[src/rtl/cpu_seq_pkg.sv]
// -----------------------------------------------------------------------------
// cpu_seq_pkg
//
// Shared definitions for the execution sequencer of the single-cycle MIPS
// datapath.
//
// Contents:
//   seq_state_e  - sequencer state encoding. It is also visible on the
//                  top-level 'state' port: 0=RUN, 1=WAIT_IN, 2=HALTED.
//   SW_WIDTH     - number of user switches that feed the IN write-back.
//   DATA_WIDTH   - width of the datapath words handled by the sequencer.
//   zext_sw()    - zero-extends the switch bank to a datapath word.
// -----------------------------------------------------------------------------
package cpu_seq_pkg;

    typedef enum logic [1:0] {
        ST_RUN     = 2'd0,
        ST_WAIT_IN = 2'd1,
        ST_HALTED  = 2'd2
    } seq_state_e;

    localparam int SW_WIDTH   = 18;
    localparam int DATA_WIDTH = 32;

    // Switch values enter the register file as unsigned words.
    function automatic logic [DATA_WIDTH-1:0] zext_sw(input logic [SW_WIDTH-1:0] sw);
        return {{(DATA_WIDTH - SW_WIDTH){1'b0}}, sw};
    endfunction

endpackage

[src/rtl/button_debounce.sv]
// -----------------------------------------------------------------------------
// button_debounce
//
// Conditions a raw, asynchronous push-button into a clean one-cycle press
// pulse.
//   1. A 2-FF synchroniser brings the raw level into the clk_i domain.
//   2. The debounced level follows the synchronised level only after the two
//      have disagreed for DEBOUNCE_CYCLES consecutive cycles. Any agreement in
//      between restarts the count, so short glitches are discarded.
//   3. A rising edge of the debounced level produces press_o for exactly one
//      cycle.
//
// Parameters:
//   DEBOUNCE_CYCLES - cycles of stable disagreement needed to accept a new
//                     level (>= 1).
//
// Ports:
//   clk_i   in   1  clock
//   rst_i   in   1  asynchronous, active-high reset; clears every flop
//   btn_i   in   1  raw button level, active-high
//   press_o out  1  one-cycle pulse on each accepted press
// -----------------------------------------------------------------------------
module button_debounce #(
    parameter int DEBOUNCE_CYCLES = 500000
) (
    input  logic clk_i,
    input  logic rst_i,
    input  logic btn_i,
    output logic press_o
);

    // The counter only has to reach DEBOUNCE_CYCLES-1. At least one bit is
    // kept so that DEBOUNCE_CYCLES=1 still elaborates.
    localparam int CNT_W = (DEBOUNCE_CYCLES > 1) ? $clog2(DEBOUNCE_CYCLES) : 1;
    localparam logic [CNT_W-1:0] CNT_MAX = CNT_W'(DEBOUNCE_CYCLES - 1);

    logic [1:0]       sync_q;
    logic             deb_q;
    logic             deb_d;
    logic             deb_dly_q;
    logic [CNT_W-1:0] cnt_q;
    logic [CNT_W-1:0] cnt_d;
    logic             sync_level;

    assign sync_level = sync_q[1];

    // NOTE: every signal driven here gets a default first, so no path leaves it unassigned and no latch is inferred.
    always_comb begin
        deb_d = deb_q;
        cnt_d = cnt_q;
        if (sync_level == deb_q) begin
            // Agreement restarts the stability window.
            cnt_d = '0;
        end else if (cnt_q == CNT_MAX) begin
            // This is the DEBOUNCE_CYCLES-th consecutive cycle of disagreement.
            deb_d = sync_level;
            cnt_d = '0;
        end else begin
            cnt_d = cnt_q + 1'b1;
        end
    end

    // NOTE: sequential state uses non-blocking assignments, so every flop samples values from before the edge.
    always_ff @(posedge clk_i or posedge rst_i) begin
        if (rst_i) begin
            sync_q    <= '0;
            deb_q     <= 1'b0;
            deb_dly_q <= 1'b0;
            cnt_q     <= '0;
        end else begin
            sync_q    <= {sync_q[0], btn_i};
            deb_q     <= deb_d;
            deb_dly_q <= deb_q;
            cnt_q     <= cnt_d;
        end
    end

    assign press_o = deb_q & ~deb_dly_q;

endmodule

[src/rtl/cpu_exec_sequencer.sv]
// -----------------------------------------------------------------------------
// cpu_exec_sequencer
//
// Execution controller for the single-cycle MIPS datapath. It replaces a
// free-running divided clock with a registered, one-CLK-wide commit enable
// (cpu_en). The PC, register file and RAM advance only on edges where
// cpu_en=1.
//
// An advance event is a divider tick in free-run mode or a debounced step
// press in single-step mode. An event is acted on only in RUN and only while
// cpu_en=0. If an event lands in the commit cycle, the control flags still
// describe the instruction being committed, so acting on it would commit that
// instruction twice.
//
// Behaviour on an accepted event:
//   - HALT: the sequencer stops for good and waits for reset.
//   - IN:   the sequencer stalls until the user presses insert, latches SW into
//           user_input and commits on the same edge.
//   - OUT:  out_data is captured for the display on the same edge that raises
//           cpu_en.
//
// Parameters:
//   DIV_COUNT       - CLK cycles between free-run advance events (>= 2).
//   DEBOUNCE_CYCLES - button stability window in cycles (>= 1).
//
// Ports:
//   CLK           in   1   system clock
//   reset         in   1   asynchronous, active-high reset
//   run_mode      in   1   1 = free run, 0 = single step
//   step_btn      in   1   raw step button
//   insert_btn    in   1   raw insert button
//   halt          in   1   current instruction is HALT
//   input_flag    in   1   current instruction is IN
//   output_flag   in   1   current instruction is OUT
//   SW            in   18  user switches
//   out_data      in   32  register value for OUT
//   cpu_en        out  1   one-cycle commit pulse
//   user_input    out  32  value supplied for the IN write-back
//   display_value out  32  last committed OUT value
//   display_valid out  1   at least one OUT has been committed
//   state         out  2   0=RUN, 1=WAIT_IN, 2=HALTED
//   instr_count   out  32  number of cpu_en pulses issued (wraps)
// -----------------------------------------------------------------------------
module cpu_exec_sequencer
    import cpu_seq_pkg::*;
#(
    parameter int DIV_COUNT       = 25000000,
    parameter int DEBOUNCE_CYCLES = 500000
) (
    input  logic                  CLK,
    input  logic                  reset,
    input  logic                  run_mode,
    input  logic                  step_btn,
    input  logic                  insert_btn,
    input  logic                  halt,
    input  logic                  input_flag,
    input  logic                  output_flag,
    input  logic [SW_WIDTH-1:0]   SW,
    input  logic [DATA_WIDTH-1:0] out_data,
    output logic                  cpu_en,
    output logic [DATA_WIDTH-1:0] user_input,
    output logic [DATA_WIDTH-1:0] display_value,
    output logic                  display_valid,
    output logic [1:0]            state,
    output logic [DATA_WIDTH-1:0] instr_count
);

    localparam int TICK_W = $clog2(DIV_COUNT);
    localparam logic [TICK_W-1:0] TICK_MAX = TICK_W'(DIV_COUNT - 1);

    // -------------------------------------------------------------------------
    // Button conditioning
    // -------------------------------------------------------------------------
    logic step_press;
    logic insert_press;

    button_debounce #(
        .DEBOUNCE_CYCLES (DEBOUNCE_CYCLES)
    ) u_step_debounce (
        .clk_i   (CLK),
        .rst_i   (reset),
        .btn_i   (step_btn),
        .press_o (step_press)
    );

    button_debounce #(
        .DEBOUNCE_CYCLES (DEBOUNCE_CYCLES)
    ) u_insert_debounce (
        .clk_i   (CLK),
        .rst_i   (reset),
        .btn_i   (insert_btn),
        .press_o (insert_press)
    );

    // -------------------------------------------------------------------------
    // Free-run divider. The counter is held at zero in step mode, so switching
    // back to free run always starts a full DIV_COUNT period.
    // -------------------------------------------------------------------------
    logic [TICK_W-1:0] tick_q;
    logic [TICK_W-1:0] tick_d;
    logic              tick;

    always_comb begin
        tick = run_mode && (tick_q == TICK_MAX);
        if (!run_mode || (tick_q == TICK_MAX)) begin
            tick_d = '0;
        end else begin
            tick_d = tick_q + 1'b1;
        end
    end

    always_ff @(posedge CLK or posedge reset) begin
        if (reset) begin
            tick_q <= '0;
        end else begin
            tick_q <= tick_d;
        end
    end

    // -------------------------------------------------------------------------
    // Sequencer FSM and its output registers
    // -------------------------------------------------------------------------
    seq_state_e            state_q;
    seq_state_e            state_d;
    logic                  cpu_en_q;
    logic                  cpu_en_d;
    logic [DATA_WIDTH-1:0] user_input_q;
    logic [DATA_WIDTH-1:0] user_input_d;
    logic [DATA_WIDTH-1:0] display_value_q;
    logic [DATA_WIDTH-1:0] display_value_d;
    logic                  display_valid_q;
    logic                  display_valid_d;
    logic [DATA_WIDTH-1:0] instr_count_q;
    logic [DATA_WIDTH-1:0] instr_count_d;
    logic                  adv_event;
    logic                  adv_valid;

    // step_press is ignored in free-run mode, and ticks are ignored in step mode.
    assign adv_event = run_mode ? tick : step_press;
    assign adv_valid = adv_event && !cpu_en_q;

    always_comb begin
        state_d         = state_q;
        cpu_en_d        = 1'b0;       // the commit pulse lasts one cycle
        user_input_d    = user_input_q;
        display_value_d = display_value_q;
        display_valid_d = display_valid_q;

        case (state_q)
            ST_RUN: begin
                if (adv_valid) begin
                    if (halt) begin
                        state_d = ST_HALTED;
                    end else if (input_flag) begin
                        state_d = ST_WAIT_IN;
                    end else begin
                        cpu_en_d = 1'b1;
                        if (output_flag) begin
                            display_value_d = out_data;
                            display_valid_d = 1'b1;
                        end
                    end
                end
            end

            ST_WAIT_IN: begin
                // user_input changes on the same edge that raises cpu_en, so
                // it is already stable for the whole commit cycle.
                if (insert_press) begin
                    user_input_d = zext_sw(SW);
                    cpu_en_d     = 1'b1;
                    state_d      = ST_RUN;
                end
            end

            ST_HALTED: begin
                // Only reset leaves this state.
            end

            default: begin
                state_d = ST_RUN;
            end
        endcase

        instr_count_d = instr_count_q + DATA_WIDTH'(cpu_en_q);
    end

    always_ff @(posedge CLK or posedge reset) begin
        if (reset) begin
            state_q         <= ST_RUN;
            cpu_en_q        <= 1'b0;
            user_input_q    <= '0;
            display_value_q <= '0;
            display_valid_q <= 1'b0;
            instr_count_q   <= '0;
        end else begin
            state_q         <= state_d;
            cpu_en_q        <= cpu_en_d;
            user_input_q    <= user_input_d;
            display_value_q <= display_value_d;
            display_valid_q <= display_valid_d;
            instr_count_q   <= instr_count_d;
        end
    end

    assign cpu_en        = cpu_en_q;
    assign user_input    = user_input_q;
    assign display_value = display_value_q;
    assign display_valid = display_valid_q;
    assign state         = state_q;
    assign instr_count   = instr_count_q;

endmodule

[config.mk]
export PLATFORM = sky130hd
export DESIGN_NAME = cpu_exec_sequencer
export DESIGN_NICKNAME = d
export VERILOG_FILES = /design/src/rtl/cpu_seq_pkg.sv /design/src/rtl/button_debounce.sv /design/src/rtl/cpu_exec_sequencer.sv
export SDC_FILE = /design/constraint.sdc
export NUM_CORES = 1
export LEC_CHECK = 0
export ABC_AREA = 1
export BUFFER_PORTS_ARGS = -buffer_cell sky130_fd_sc_hd__buf_2
export CAP_MARGIN = 40
export CORE_ASPECT_RATIO = 0.5
export CORE_MARGIN = 2
export CORE_UTILIZATION = 50
export DETAILED_ROUTE_END_ITERATION = 8
export PLACE_DENSITY = 0.73
export SKIP_LAST_GASP = 1
export SLEW_MARGIN = 15
export SYNTH_ARGS = -nofsm -noshare
export SYNTH_HDL_FRONTEND = slang
export SYNTH_SLANG_ARGS = --single-unit
[constraint.sdc]
create_clock -name CLK -period 5.5 [get_ports CLK]
set_input_delay 1.1 -clock CLK [delete_from_list [all_inputs] [get_ports CLK]]
set_output_delay 1.1 -clock CLK [all_outputs]
set_load 0.005 [all_outputs]
==> results by group <==
Die
  – Die Span X: 179 µm
  – Die height: 91.7 µm
  – DIE AREA: 16500 µm²
  – Initial Utilization: 52.2%
  – FP Rows: 31
  – Core area: 14700 µm²
  – I/O pin cnt: 158

Clock network
  – Reg clk slew, reported paths: 0.07 ns
  – H-Tree Depth: 4
  – CTS tree: yes
  – CTS Hold Bufs: 0
  – Clk_lat worst skew: 0.43 ns
  – Cells resized by post-CTS repair: 0
  – Post-CTS Setup Bufs: 0
  – Clock Tree Buf Depth: 2
  – Inserted Clock Buffers: 17
  – Clock root cell: clkbuf_16
  – TritonCTS Sinks: 157

Logic synthesis
  – Mapped Cells: 887
  – Yosys top cell area share: 51.0%
  – Sequential fraction of the synthesis area: 51.0%
  – Netlist cell types: 36
  – Syn avg cell area: 8.68 µm²
  – Synth warn: 0
  – Area leader, netlist: dfrtp_1
  – Number of synthesized register bits: 157
  – Mapped Area: 7700 µm²
  – Synth top area cells: dfrtp_1 (51%), nand2_1 (7.9%), nor2_1 (6.9%)

Worst setup path
  – Crit path DAT: 2.84 ns
  – Startpoint Class: register
  – Crit path required time: 5.81 ns
  – CP max FO: 36
  – CP endpoint kind: register
  – Kind of critical path: reg2reg

Final layout
  – Multi-input logic area: 3160 µm²
  – Utilization after layout: 62.5%
  – Ant diodes: 0
  – Fill cell count: 1259
  – Share of cells above drive strength 1: 22.2%
  – Synthesis-to-layout area growth: 19.6%
  – Register area: 3930 µm²
  – Final nets: 1105

STA
  – Peak Freq: 0.396 GHz
  – Final Cycle Share: 45.9%
  – Final hold vios: 0
  – Final setup viols: 0
  – Max-slew headroom: 56.2%
  – Clock Skew: 0.0159 ns
  – Worst-margin pin slew: 0.652 ns
  – RSZ-0062 raised after global routing: no
  – Crit path time final: 2.53 ns
  – Slew Limit Fails: 0
  – Setup TNS: 0 ns
  – Final WS setup: 2.97 ns

Placement
  – HPWL after DPL: 13200 µm
  – Setup WS pre-CTS: 2.85 ns
  – Routability congestion estimate from global placement: 0.922
  – I/O Buffers: 143

Detailed routing
  – Vias: 6400
  – Avg Vias per Cell: 5.11
  – DR pass1 iterations: 5
  – DRT antenna net count: 0
  – Drt wl/cell: 14.3 µm
  – Drc violations: 0
  – DRT iter0 DRCs: 452
  – Detailed Route WL: 17900 µm

Flow run
  – Max-Cap Viols: 0

Worst hold path
  – HP Class: reg2reg

Global route
  – GR Overflow Total: 0
  – Number of global-route vias before repair: 6009
  – GRT Total Usage: 22.3%
  – Initial antenna violation count: 0
  – Largest net degree at the start of global routing: 79
  – First-pass GRT wire length: 29500 µm

Power
  – Psw: 831 µW
  – Power per cell area: 326 nW/µm²
  – Total Power: 3.00 mW
  – Power share of the combinational group: 14.2%
  – Maximum VDD drop: 0.000203 V
  – Internal power: 2.17 mW
  – Clock power share: 39.8%
  – Leakage power: 4.53 nW
  – Flop pwr share: 46.0%
  – Switching share of power: 27.7%

Status
  – Status: finished, final reports clean
worst paths after layout:
path	to	cells after the start	start	slack, ns
setup / recovery	display_value[1]$_DFFE_PP0P_	11	tick_q[0]$_DFF_PP0_	2.97
max in group asynchronous	instr_count[22]$_DFF_PP0_	4	reset	3.78
setup reg to reg	display_value[1]$_DFFE_PP0P_	11	tick_q[0]$_DFF_PP0_	2.97
min in group asynchronous	u_insert_debounce.cnt_q[2]$_DFF_PP0_	2	reset	0.60
hold reg to reg	u_step_debounce.sync_q[1]$_DFF_PP0_	0	u_step_debounce.sync_q[0]$_DFF_PP0_	0.36
hold / removal	u_step_debounce.sync_q[1]$_DFF_PP0_	0	u_step_debounce.sync_q[0]$_DFF_PP0_	0.36
routing by layer:
layer / up-vias / track usage (%) / share of wire [%]
li1: 3112 / - / -
met5: - / 0 / 0
met4: 0 / 6.98 / 1.4
met2: 181 / 39.3 / 51
met1: 3084 / 28.3 / 43
met3: 23 / 4.09 / 4.9
cell type report:
class | instances | share of cell area (%)
Multi-Input combinational cell | 593 | 34.4
Clock buffer | 18 | 4.66
Sequential cell | 157 | 42.7
Clock inverter | 14 | 1.74
Tap cell | 198 | 2.69
Timing Repair Buffer | 148 | 8.75
Inverter | 125 | 5.15
stage by stage:
| step | hold WS [ns] | std cells | area [µm²] |
|---|---|---|---|
| 2_1_floorplan | 0.331 | 900 | 7750 |
| 3_3_place_gp | 0.334 | 1218 | 8550 |
| 3_5_place_dp | 0.346 | 1221 | 8620 |
| 4_1_cts | 0.361 | 1253 | 9210 |
| 5_1_grt | 0.367 | 1253 | 9210 |
| 6_report | 0.361 | 1253 | 9210 |
sequential cells by signal, indices dropped and copies added, names as in the netlist:
name / count
display_value: 32
instr_count: 32
tick_q: 25
u_insert_debounce.cnt_q: 19
u_step_debounce.cnt_q: 19
user_input: 18
state: 2
u_insert_debounce.sync_q: 2
u_step_debounce.sync_q: 2
cpu_en: 1
display_valid: 1
u_insert_debounce.deb_dly_q: 1
u_insert_debounce.deb_q: 1
u_step_debounce.deb_dly_q: 1
u_step_debounce.deb_q: 1
synth_stat cells (all sizes together):
| cell type | n |
|---|---|
| buf | 22 |
| nand3b | 3 |
| mux2 | 19 |
| o21ai | 37 |
| xor2 | 42 |
| a31oi | 2 |
| nor3 | 41 |
| inv | 125 |
| nand2 | 165 |
| xnor2 | 17 |
| ha | 5 |
| dfrtp | 157 |
| conb | 1 |
| nor2 | 145 |
| or2 | 2 |
| nand3 | 44 |
| nand4 | 33 |
| a21oi | 7 |
| a211oi | 2 |
| o21bai | 1 |
| a31o | 1 |
| o21a | 4 |
| clkbuf | 3 |
| nor4 | 4 |
| nor3b | 5 |
power groups by stage:
stage | clock network (mW) | registers (mW) | logic (mW)
after floorplan | 0 | 1.40 | 0.211
after global placement | 0 | 1.39 | 0.414
after detailed placement | 0 | 1.40 | 0.438
after CTS | 1.21 | 1.38 | 0.441
after global routing | 1.26 | 1.40 | 0.479
final | 1.19 | 1.38 | 0.427
cell families (layout without fill, tap and decap cells):
logic type	count (synthesis)	count (layout)	share of synthesized area, %
AOI/OAI and AO/OA	54	54	4.94
adders and majority gates	5	5	0.813
buffers and inverters	150	305	8.61
other	1	14	0.0487
xor gates and xnor gates	59	59	6.71
and+or+nand+nor	442	442	25.1
DFF	157	157	51.0
muxes	19	19	2.78
critical path, cell delays in order, from the launching register on:
cell     delay, ns
dfrtp_1       0.41
ha_1          0.26
nand3_2       0.13
inv_2         0.08
nand2_1       0.05
nor2_1        0.11
nand2_1       0.10
nand2_4       0.26
nand4_4       0.49
buf_12        0.37
nand2_1       0.08
o21ai_2       0.05
placed cells by master (no fill, tap or decap), drive strengths merged, types with 3 or more instances in the layout:
cell,count
xnor2,17
o21ai,37
nor3,41
nand4,33
nand2,165
nor2,145
ha,5
nand3,44
inv,130
mux2,19
conb,14
xor2,42
nor4,4
clkbuf,18
nand3b,3
buf,148
nor3b,5
dfrtp,157
clkinv,5
o21a,4
a21oi,7
(Power assumes the default switching activity.)
